**config.mk**
```make
export PLATFORM = sky130hd
export DESIGN_NAME = ras_stack
export DESIGN_NICKNAME = d
export VERILOG_FILES = /design/src/rtl/ras_stack.sv
export SDC_FILE = /design/constraint.sdc
export NUM_CORES = 2
export LEC_CHECK = 0
export CAP_MARGIN = 20
export CORE_UTILIZATION = 25
export CTS_CLUSTER_DIAMETER = 120
export DETAILED_ROUTE_END_ITERATION = 10
export PLACE_DENSITY = 0.45
export SYNTH_ARGS = -nofsm -noshare
export SYNTH_HDL_FRONTEND = slang
export SYNTH_SLANG_ARGS = --single-unit
```
**constraint.sdc**
```tcl
create_clock -name clk_i -period 24.4 [get_ports clk_i]
set_input_delay 4.88 -clock clk_i [delete_from_list [all_inputs] [get_ports clk_i]]
set_output_delay 4.88 -clock clk_i [all_outputs]
set_load 0.1 [all_outputs]
```
**src/rtl/ras_stack.sv**
```systemverilog
// Return-address stack: circular buffer of call link addresses with a
// single-entry checkpoint for repair after mispredicted speculative calls/returns.
module ras_stack #(
    parameter int DEPTH = 8,
    parameter int VLEN  = 64
) (
    input  logic                       clk_i,
    input  logic                       rst_i,
    input  logic                       flush_i,
    input  logic                       push_i,
    input  logic                       pop_i,
    input  logic [VLEN-1:0]            push_addr_i,
    input  logic                       ckpt_i,
    input  logic                       restore_i,
    output logic [VLEN-1:0]            top_o,
    output logic                       top_valid_o,
    output logic [$clog2(DEPTH+1)-1:0] count_o
);

    localparam int PW = $clog2(DEPTH);
    localparam int CW = $clog2(DEPTH+1);

    // No handshake: every cycle with a command asserted is exactly one operation,
    // and all outputs come straight from registers.
    logic [VLEN-1:0] mem [DEPTH];
    logic [PW-1:0]   ptr;
    logic [CW-1:0]   count;
    logic [PW-1:0]   s_ptr;
    logic [CW-1:0]   s_count;
    logic [VLEN-1:0] s_top;

    logic [PW-1:0] ptr_inc;
    logic [PW-1:0] ptr_dec;
    logic          is_empty;
    logic          is_full;

    assign ptr_inc  = ptr + PW'(1);
    assign ptr_dec  = ptr - PW'(1);
    assign is_empty = (count == '0);
    assign is_full  = (count == CW'(DEPTH));

    always_ff @(posedge clk_i or posedge rst_i) begin
        if (rst_i) begin
            for (int i = 0; i < DEPTH; i++) begin
                mem[i] <= '0;
            end
            ptr     <= '0;
            count   <= '0;
            s_ptr   <= '0;
            s_count <= '0;
            s_top   <= '0;
        end else if (flush_i) begin
            // Entries stay in mem; only the bookkeeping is emptied.
            ptr     <= '0;
            count   <= '0;
            s_ptr   <= '0;
            s_count <= '0;
            s_top   <= '0;
        end else if (restore_i) begin
            ptr        <= s_ptr;
            count      <= s_count;
            mem[s_ptr] <= s_top;
        end else begin
            if (ckpt_i) begin
                s_ptr   <= ptr;
                s_count <= count;
                s_top   <= mem[ptr];
            end
            // A push+pop pair on an empty stack degenerates to a plain push.
            if (push_i && (!pop_i || is_empty)) begin
                ptr          <= ptr_inc;
                mem[ptr_inc] <= push_addr_i;
                if (!is_full) begin
                    count <= count + CW'(1);
                end
            end else if (push_i && pop_i) begin
                mem[ptr] <= push_addr_i;
            end else if (pop_i && !is_empty) begin
                ptr   <= ptr_dec;
                count <= count - CW'(1);
            end
        end
    end

    assign top_o       = mem[ptr];
    assign top_valid_o = !is_empty;
    assign count_o     = count;

endmodule

```
==> impl_results.md <==
- Num CTS Buffers: 66
- CP Buf/Inv Count: 3
- Worst EP arrival: 5.77 ns
- Hold Startpoint: mem[257]
- Most frequent cells in the layout: nor2_1, dfrtp_1, o22ai_1, inv_1, a21oi_1
- Clk slew on worst S/H paths: 0.06 ns
- Peak supply drop: 60.0 µV
- Post-route ant nets: 0
- Most used cell, CP: buf_4
- Crit-path max cell delay: 1.24 ns
- First-pass GRT wire length: 183 mm
- CORE AREA: 116,000 µm²
- Port Buffers: 139
- Design Area, Final: 33,800 µm²
- Number of synthesized register bits: 590
- Final setup fails: 0
- Setup TNS: 0 ns
- Max-cap violations: 0
- CTS Hold Bufs: 0
- DIE HEIGHT: 344 µm
- Syn_nets: 3,181
- Initial antenna violation count: 10
- Root buf cell: clkbuf_16
- Status: finished clean
- Final critical-path share of the clock period: 43.6%
- R2R Setup Slk: 19.26 ns
- Critical-path top delay cell: clkdlybuf4s50_1
- # IOs: 140
- # DRC: 0
- Number of synthesized flops with an enable pin: 0
- Max-slew headroom: 22.7%
- TritonCTS clock tree: built
- Drt wl/cell: 27.8 µm
- Setup Crit Path Kind: reg -> out
- Slew Viols, Final: 0
- Leakage: 0.0148 µW
- Post-synthesis sequential area ratio: 50.4%
- Synth top area share: 50.4%
- Total Routing Usage GR: 21.1%
- CTS-repair resized insts: 0
- RR Startpoint: ptr[0]
- Routability cong.: 0.761
- Cell Chain, Critical Path: buf_4, buf_4, nor2b_4, a221oi_1, o22ai_1, clkdlybuf4s50_1
- Placed wire-length estimate: 65.1 mm
- Layout cells sized above 1: 12.8%
- Via count: 25,200
- WP depth: 6
- Area of placed instances: 31,600 µm²
- Critical Path End Type: output port
- Initial drt markers: 2,562
- CP max FO: 55
- Vias in the first global route: 25,100
- Clk buf depth: 3
- Width of the die: 344 µm
- Final #Nets: 3,073
- Largest net degree at the start of global routing: 157
- Post-Synthesis Cells: 3,106
- Power Density: 101 nW/µm²
- Synth async-reset ratio: 100%
- Worst R2R Path Depth: 10
- Multi-input logic area: 12,300 µm²
- Synthesized area: 29,300 µm²
- Hold Path Depth: 2
- Top FF cell, synth: dfrtp_1
- Worst skew pair latency: 0.62 ns
- H-Tree Depth: 3
- F_max: 93.9 MHz
- Critical R2R Capture: mem[174]
- Crit-path leading delay family: buffers and inverters
- Pre-Repair DR Iteration Count: 5
- Nature of the critical path startpoint: flip-flop
- RSZ-0062 raised after global routing: false
- Pwr Total: 3410 µW
- P&R area growth vs syn: 15.4%
- Synthesized area per cell: 9.42 µm²
- Via density: 5.51
- GR Overflow Total: 0
- Die area: 118,000 µm²
- Worst Tran Pin Value: 1.16 ns
- Min Tclk post-route: 10.65 ns
- Clock Skew: 0.0175 ns
- WP data required: 19.52 ns
- # rows: 125
- Initial Util: 25.2%
- Number of post-CTS setup repair buffers: 0
- Hold endpoint: mem[257]
- Hold WC Path Type: reg -> reg
- Fillers: 12,300
- Total Wirelength: 127 mm
- Hold Violations, Final: 0
- Reg area: 14,800 µm²
- Sink Count: 590
- Yosys warns: 0
- Synth area leader: dfrtp_1
- Commonest non-fill, non-tap cell in the layout: nor2_1
- Synth area leaders: dfrtp_1, o22ai_1, nor2_1
- Synth unique cells: 63
## cells in the mapped netlist, types with 8 or more instances
library cell  instances
o22ai_2              54
a221oi_1             71
buf_2                88
o22ai_1             481
mux4_2               44
inv_1               199
a22oi_1              29
nand3_1               8
buf_4                20
a22o_1               71
mux2i_1              35
a21oi_2              62
buf_1                71
a21oi_1             149
and2_1                8
nor2_1              687
clkbuf_1            181
dfrtp_1             590
a221o_1              10
nand2_1              97
buf_6                15
mux2_2               25
o21ai_0              24
## layer usage
layer	global-route usage (%)	vias to the layer above	routed length, µm
met1	29.7	13100	56500
li1	-	10800	-
met3	3.82	211	8880
met4	6.26	10	3620
met5	0	-	66
met2	32.9	1070	57800
## sequential cells by signal, summed over array words and instances (netlist names)
register,cells
mem,512
s_count,4
s_ptr,3
s_top,64
ptr,3
count_o,4
## layout make-up
cell class,instances,share of cell area [%]
well taps,1524,5.64
repair buffers,199,5.56
clock buffers,96,5.92
flip-flops and latches,590,43.7
multi-input cells,1941,36.4
clock inverters,16,0.470
inverters,200,2.24
diodes,4,0.0296
## worst register-to-register path, stage by stage (launching register included)
cell and delay [ns]:
dfrtp_4 0.78, buf_4 0.84, inv_2 0.06, buf_4 0.36, ha_1 0.64, nor3_1 0.17
a21oi_4 0.16, buf_4 0.45, and2_4 0.59, buf_4 0.75, a21oi_1 0.20
## logic make-up (layout without fill, tap and decap cells)
group | Yosys count | count (layout) | synth area share (%)
buffers and inverters | 575 | 511 | 8.39
AOI/OAI and AO/OA | 991 | 991 | 24.0
and+or+nand+nor | 834 | 834 | 11.2
DFF | 590 | 590 | 50.4
xor gates and xnor gates | 7 | 7 | 0.209
muxes | 104 | 104 | 5.54
other | 0 | 4 | 0
adders and majority gates | 5 | 5 | 0.205
## through the flow
stage               cells  hold slack, ns  worst slack [ns]  util (%)
finish               4570           0.491             13.75      29.1
global route         4569           0.511             13.62      29.1
global placement     4454           0.471             14.31      27.2
floorplan            3106           0.461              3.01         -
detailed placement   4454           0.481             14.31      27.2
CTS                  4566           0.494             13.65      29.1
## where the power goes
group	internal [µW]	switching (µW)	leakage, µW
sequential	1240	171	0.00693
combinational	318	649	0.00679
clock	599	436	0.00108
## worst max path at each step
stage / end / start
detailed placement: top_o[55] / ptr[2]
global route: top_o[58] / ptr[2]
global placement: top_o[55] / ptr[2]
floorplan: count_o[0] / rst_i
finish: top_o[39] / ptr[2]
CTS: top_o[55] / ptr[2]
(Power assumes the default switching activity.)
